<file path="src/rtl/cache_ctrl.sv">
// Set-associative write-back, write-allocate cache controller with one word per line.
// A single memory port serves refills and writebacks; hit/miss counters saturate.
module cache_ctrl #(
    parameter int unsigned WAY  = 4,
    parameter int unsigned SETS = 4
) (
    input  logic        clk,
    input  logic        reset,
    input  logic        cpu_req,
    input  logic        cpu_we,
    input  logic [31:0] cpu_addr,
    input  logic [31:0] cpu_wdata,
    output logic [31:0] cpu_rdata,
    output logic        cpu_ready,
    output logic        mem_req,
    output logic        mem_we,
    output logic [31:0] mem_addr,
    output logic [31:0] mem_wdata,
    input  logic [31:0] mem_rdata,
    input  logic        mem_ack,
    output logic [15:0] hit_count,
    output logic [15:0] miss_count
);

    localparam int unsigned IDX_W = (SETS > 1) ? $clog2(SETS) : 1;
    localparam int unsigned WAY_W = (WAY > 1) ? $clog2(WAY) : 1;
    localparam int unsigned TAG_W = 32 - 2 - IDX_W;

    typedef enum logic [2:0] {
        S_IDLE,
        S_LOOKUP,
        S_WRITEBACK,
        S_REFILL,
        S_RESPOND
    } state_t;

    state_t              state_q;
    logic                we_q;
    logic [31:2]         addr_q;
    logic [31:0]         wdata_q;
    logic [WAY_W-1:0]    way_q;

    logic [WAY-1:0]      valid_q [SETS];
    logic [WAY-1:0]      dirty_q [SETS];
    logic [WAY-1:0]      mru_q   [SETS];
    logic [TAG_W-1:0]    tag_q   [SETS][WAY];
    logic [31:0]         data_q  [SETS][WAY];

    logic [IDX_W-1:0]    idx_c;
    logic [TAG_W-1:0]    tag_c;
    logic                hit_c;
    logic [WAY_W-1:0]    hit_way_c;
    logic                inv_found_c;
    logic [WAY_W-1:0]    inv_way_c;
    logic                mru0_found_c;
    logic [WAY_W-1:0]    mru0_way_c;
    logic [WAY_W-1:0]    victim_c;
    logic                fill_c;
    logic                unused_addr_lsb_c;

    assign idx_c             = addr_q[2 +: IDX_W];
    assign tag_c             = addr_q[31 -: TAG_W];
    assign fill_c            = (state_q == S_REFILL) && mem_req && mem_ack;
    assign unused_addr_lsb_c = ^cpu_addr[1:0];

    // Set the accessed way's mru bit; if that would saturate the set, keep only it.
    function automatic logic [WAY-1:0] mru_touch(input logic [WAY-1:0] cur,
                                                 input logic [WAY_W-1:0] w);
        logic [WAY-1:0] onehot;
        onehot    = '0;
        onehot[w] = 1'b1;
        return (&(cur | onehot)) ? onehot : (cur | onehot);
    endfunction

    // Tag compare and victim choice for the latched address.
    always_comb begin
        hit_c        = 1'b0;
        hit_way_c    = '0;
        inv_found_c  = 1'b0;
        inv_way_c    = '0;
        mru0_found_c = 1'b0;
        mru0_way_c   = '0;
        for (int w = 0; w < WAY; w++) begin
            if (!hit_c && valid_q[idx_c][w] && (tag_q[idx_c][w] == tag_c)) begin
                hit_c     = 1'b1;
                hit_way_c = WAY_W'(w);
            end
            if (!inv_found_c && !valid_q[idx_c][w]) begin
                inv_found_c = 1'b1;
                inv_way_c   = WAY_W'(w);
            end
            if (!mru0_found_c && !mru_q[idx_c][w]) begin
                mru0_found_c = 1'b1;
                mru0_way_c   = WAY_W'(w);
            end
        end
        victim_c = inv_found_c ? inv_way_c : mru0_way_c;
    end

    // Data and tag arrays carry no reset; a cleared valid bit hides their contents.
    always_ff @(posedge clk) begin
        if (fill_c) begin
            tag_q[idx_c][way_q]  <= tag_c;
            data_q[idx_c][way_q] <= we_q ? wdata_q : mem_rdata;
        end else if ((state_q == S_LOOKUP) && hit_c && we_q) begin
            data_q[idx_c][hit_way_c] <= wdata_q;
        end
    end

    always_ff @(posedge clk or negedge reset) begin
        if (!reset) begin
            state_q    <= S_IDLE;
            we_q       <= 1'b0;
            addr_q     <= '0;
            wdata_q    <= '0;
            way_q      <= '0;
            valid_q    <= '{default: '0};
            dirty_q    <= '{default: '0};
            mru_q      <= '{default: '0};
            cpu_rdata  <= '0;
            cpu_ready  <= 1'b0;
            mem_req    <= 1'b0;
            mem_we     <= 1'b0;
            mem_addr   <= '0;
            mem_wdata  <= '0;
            hit_count  <= '0;
            miss_count <= '0;
        end else begin
            cpu_ready <= 1'b0;
            case (state_q)
                S_IDLE: begin
                    if (cpu_req) begin
                        we_q    <= cpu_we;
                        addr_q  <= cpu_addr[31:2];
                        wdata_q <= cpu_wdata;
                        state_q <= S_LOOKUP;
                    end
                end
                S_LOOKUP: begin
                    if (hit_c) begin
                        if (hit_count != 16'hFFFF) hit_count <= hit_count + 16'd1;
                        way_q     <= hit_way_c;
                        cpu_ready <= 1'b1;
                        cpu_rdata <= we_q ? wdata_q : data_q[idx_c][hit_way_c];
                        if (we_q) dirty_q[idx_c][hit_way_c] <= 1'b1;
                        mru_q[idx_c] <= mru_touch(mru_q[idx_c], hit_way_c);
                        state_q   <= S_RESPOND;
                    end else begin
                        if (miss_count != 16'hFFFF) miss_count <= miss_count + 16'd1;
                        way_q   <= victim_c;
                        mem_req <= 1'b1;
                        if (valid_q[idx_c][victim_c] && dirty_q[idx_c][victim_c]) begin
                            mem_we    <= 1'b1;
                            mem_addr  <= {tag_q[idx_c][victim_c], idx_c, 2'b00};
                            mem_wdata <= data_q[idx_c][victim_c];
                            state_q   <= S_WRITEBACK;
                        end else begin
                            mem_we   <= 1'b0;
                            mem_addr <= {addr_q, 2'b00};
                            state_q  <= S_REFILL;
                        end
                    end
                end
                S_WRITEBACK: begin
                    // Request drops for a cycle before the refill is issued.
                    if (mem_req && mem_ack) begin
                        mem_req               <= 1'b0;
                        dirty_q[idx_c][way_q] <= 1'b0;
                        state_q               <= S_REFILL;
                    end
                end
                S_REFILL: begin
                    if (!mem_req) begin
                        mem_req  <= 1'b1;
                        mem_we   <= 1'b0;
                        mem_addr <= {addr_q, 2'b00};
                    end else if (mem_ack) begin
                        mem_req               <= 1'b0;
                        valid_q[idx_c][way_q] <= 1'b1;
                        dirty_q[idx_c][way_q] <= we_q;
                        mru_q[idx_c]          <= mru_touch(mru_q[idx_c], way_q);
                        cpu_ready             <= 1'b1;
                        cpu_rdata             <= we_q ? wdata_q : mem_rdata;
                        state_q               <= S_RESPOND;
                    end
                end
                S_RESPOND: begin
                    state_q <= S_IDLE;
                end
                default: begin
                    state_q <= S_IDLE;
                end
            endcase
        end
    end

endmodule

</file>
<file path="config.mk">
export PLATFORM = sky130hd
export DESIGN_NAME = cache_ctrl
export DESIGN_NICKNAME = d
export VERILOG_FILES = /design/src/rtl/cache_ctrl.sv
export SDC_FILE = /design/constraint.sdc
export NUM_CORES = 2
export LEC_CHECK = 0
export CAP_MARGIN = 20
export CORE_ASPECT_RATIO = 1.2
export CORE_UTILIZATION = 34
export CTS_CLUSTER_SIZE = 25
export DETAILED_ROUTE_END_ITERATION = 7
export SKIP_LAST_GASP = 1
export SLEW_MARGIN = 20
export SYNTH_ARGS = -nofsm -noshare
export SYNTH_HDL_FRONTEND = slang
export SYNTH_SLANG_ARGS = --single-unit
</file>
<file path="constraint.sdc">
create_clock -name clk -period 7.9 [get_ports clk]
set_clock_uncertainty 0.05 [all_clocks]
set_input_delay 1.58 -clock clk [delete_from_list [all_inputs] [get_ports clk]]
set_output_delay 1.58 -clock clk [all_outputs]
set_load 0.05 [all_outputs]
</file>
==> summary.txt <==
Run status
  • Run status: finished, final reports clean

Setup path
  • CP Cell Sequence: buf_4 > mux4_2 > xnor2_1 > nand4_1 > nor4b_2 > nand4b_2 > nor4_4 > buf_4 > a31oi_1 > nor2_4 > buf_4
  • Top delay family on crit path: simple AND/OR/NAND/NOR gates
  • Crit-path most repeated cell: buf_4
  • WP buf/inv: 3
  • CP max FO: 48
  • Worst setup path startpoint: addr_q[2]
  • Crit path required time: slightly above 8000 ps
  • CP Class: register to register
  • Reg2reg end: data_q[3][13]
  • Worst EP arrival: around 6400 ps
  • Worst setup endpoint: data_q[3][13]
  • Reg-to-reg setup timing slack: 1860 ps
  • Critical Path Max Stage Delay: approximately 1100 ps
  • RR Startpoint: addr_q[2]
  • Number of cells on the critical path: 11
  • CP Launch Type: register
  • Crit. End Element: register
  • Reg2reg path depth: 11
  • Critical Path Slowest Stage Cell: dfrtp_4

Synth
  • Register bit total from synthesis: approximately 1.2k
  • Register area share after synthesis: about two thirds
  • Syn Area/Cell: about 15 sq um
  • Post-synth EDFFs: 960
  • Syn. warnings: 0
  • Yosys cell types: approximately 90
  • Post-synthesis cell count: between 3k and 4k
  • Ys async rst share: between 20% and 30%
  • Syn Std Cell Area: 52,800 sq um
  • Most used DFF post-synth: edfxtp_1

Placement
  • PortBufs: roughly 230
  • Gpl congestion: approximately 0.88
  • Placed cell area: about 58,000 sq um
  • Post-DP HPWL: between 90,000 and 100,000 um

Clocking
  • Skew-Pair Late Insertion Delay: 780 ps
  • CTS sink cnt: 1,205
  • Reg clk slew, reported paths: roughly 60 ps
  • CTS Root Cell: clkbuf_16
  • CTS tree: yes
  • Htree depth: 4
  • Clock Tree Buf Depth: 3
  • Cts bufs inserted: roughly 130
  • Hold buffers post-CTS: 0
  • Postcts setup bufs: 0
  • Cts repair resizes: 0

Routing
  • Router iterations before antenna repair: 6
  • WL final: 155,000 um
  • Routed Antenna Nets: 0
  • DRC viols: 0
  • Vias: between 30k and 40k
  • DR WL/cell: 26.7 um
  • Via density: about 5.6
  • DRT iter0 DRCs: approximately 3.5k

Global route
  • Wire length of the first global-routing pass: ~220,000 um
  • GRT Util Overall: between 10% and 20%
  • Vias in the first global route: approximately 32k
  • Initial antenna violation count: 3
  • Largest net degree at the start of global routing: 148
  • GRT overflow: 0

Layout
  • Final net count: roughly 3.8k
  • Synthesis-to-finish area growth: 17.8%
  • FF+latch area: ~35,000 sq um
  • Final instance area: about 62,000 sq um
  • Final Util: between 40% and 50%
  • Multi-input logic area: approximately 17,000 sq um
  • Fillers: between 10k and 15k
  • Most frequent cells in the layout: edfxtp_1, nand2_1, dfrtp_1, mux4_2, clkdlybuf4s50_1
  • Fraction of layout cells with a size suffix above 1: between 10% and 20%
  • Commonest non-fill, non-tap cell in the layout: edfxtp_1

Pwr
  • Pwr dens: 415 nW/um^2
  • VDD IR-drop max: between 300 and 400 uV
  • Leak Pwr: approximately 21 nW

Die
  • CORE AREA: roughly 150,000 sq um
  • Die Area: between 150,000 and 200,000 sq um
  • Chip Width: approximately 360 um
  • FP Rows: 158
  • I/O Pins: approximately 230
  • Die H: approximately 430 um
  • Initial Utilization: approximately a third

Timing
  • Max Slew Vio Count: 0
  • Slew @ Worst Pin: 1100 ps
  • Final Hold Vio Count: 0
  • RSZ-0062 raised after global routing: false
  • Highest clock rate: approximately 170 MHz
  • Final setup fails: 0
  • Tcrit/Tclk final: 76.5%
  • Setup TNS: 0 ps
  • Minimum clock period: 6040 ps
  • Normalized max-slew margin: 26.4%

Run
  • Max-cap violations: 0

Min path
  • Min-Delay Path Class: register to register
## final cells by class
cell class / instances / area share, %
flip-flops and latches: 1205 / 56.3
diodes: 1 / 0.00403
multi-input cells: 1966 / 27.0
well taps: 2000 / 4.03
clock inverters: 60 / 1.21
inverters: 50 / 0.302
repair buffers: 332 / 5.13
clock buffers: 185 / 6.04
## Yosys cell counts (38+ instances only)
cell type    n  share of area [%]
nand2_1    356                2.5
edfxtp_1   960                 55
o31ai_1     38               0.54
nand4_1     41               0.49
and3_1      87                1.0
nor2_1     106               0.75
a31oi_1     81               0.96
mux2_2     125                2.7
a21oi_1     81               0.77
mux2i_1    143                2.7
mux4_2     226                9.6
buf_2       44               0.42
o21ai_0    158                1.5
inv_1       48               0.34
xnor2_1    101                1.7
clkbuf_1   147                1.0
dfrtp_1    245                 12
## where the power goes
group / switching, W / total [W] / internal (W)
logic: 0.00658 / 0.0102 / 0.00363
clock network: 0.00262 / 0.00642 / 0.00381
registers: 0.000925 / 0.00918 / 0.00825
total: 0.0101 / 0.0258 / 0.0157
## worst reg2reg max path, delay by kind of cell, from the launching register on
family,cells,cell delay [ps]
buf+inv,3,1380
flops,1,1060
mux,1,620
compound gates,1,460
xor+xnor,1,350
simple gates,5,1750
## stage by stage
stage,std cells,worst slack [ps],power [W],hold WS [ps]
6_report,5799,1860,0.0258,409
5_1_grt,5798,1430,0.0269,436
4_1_cts,5798,1790,0.0259,414
3_5_place_dp,5553,1820,0.0195,401
3_3_place_gp,5551,1840,0.0193,394
2_1_floorplan,3461,2950,0.0157,384
## how the worst min path moves through the flow
stage | depth (start not counted) | slack (ps) | endpoint | startpoint
final | 1 | 410 | valid_q[6] | valid_q[6]
after global placement | 1 | 390 | valid_q[6] | valid_q[6]
after CTS | 1 | 410 | valid_q[6] | valid_q[6]
after global routing | 1 | 440 | valid_q[2] | valid_q[2]
after floorplan | 1 | 380 | valid_q[11] | valid_q[11]
after detailed placement | 1 | 400 | valid_q[6] | valid_q[6]
## sequential cells by signal (all words and copies together) (netlist names)
name        flops
mem_wdata      32
mru_q          16
miss_count     16
cpu_rdata      32
data_q        512
we_q            1
mem_req         1
hit_count      16
mem_addr       30
valid_q        16
tag_q         448
cpu_ready       1
dirty_q        16
way_q           2
mem_we          1
addr_q         30
wdata_q        32
state_q         3
## logic make-up (layout without fill, tap and decap cells)
kind of cell               after synthesis  count (layout)  share of synthesized area, %
and+or+nand+nor                        772             772                          7.08
muxes                                  494             494                          15.0
AOI/OAI and AO/OA                      569             569                          6.98
other                                    1               3                       0.00711
xor gates and xnor gates               127             127                          2.11
buffers and inverters                  290             627                          2.49
adders and majority gates                2               2                        0.0474
DFF                                   1205            1205                          66.3
## routing by layer
metal / wire length [um] / vias to the layer above / global-route usage (%)
met5: 33 / - / 0
met4: 4750 / 4 / 6.70
met3: 11400 / 282 / 3.72
met2: 76300 / 1425 / 32.5
met1: 62600 / 16961 / 25.7
li1: - / 13943 / -
Note: power is estimated with default switching activity, not from simulation.
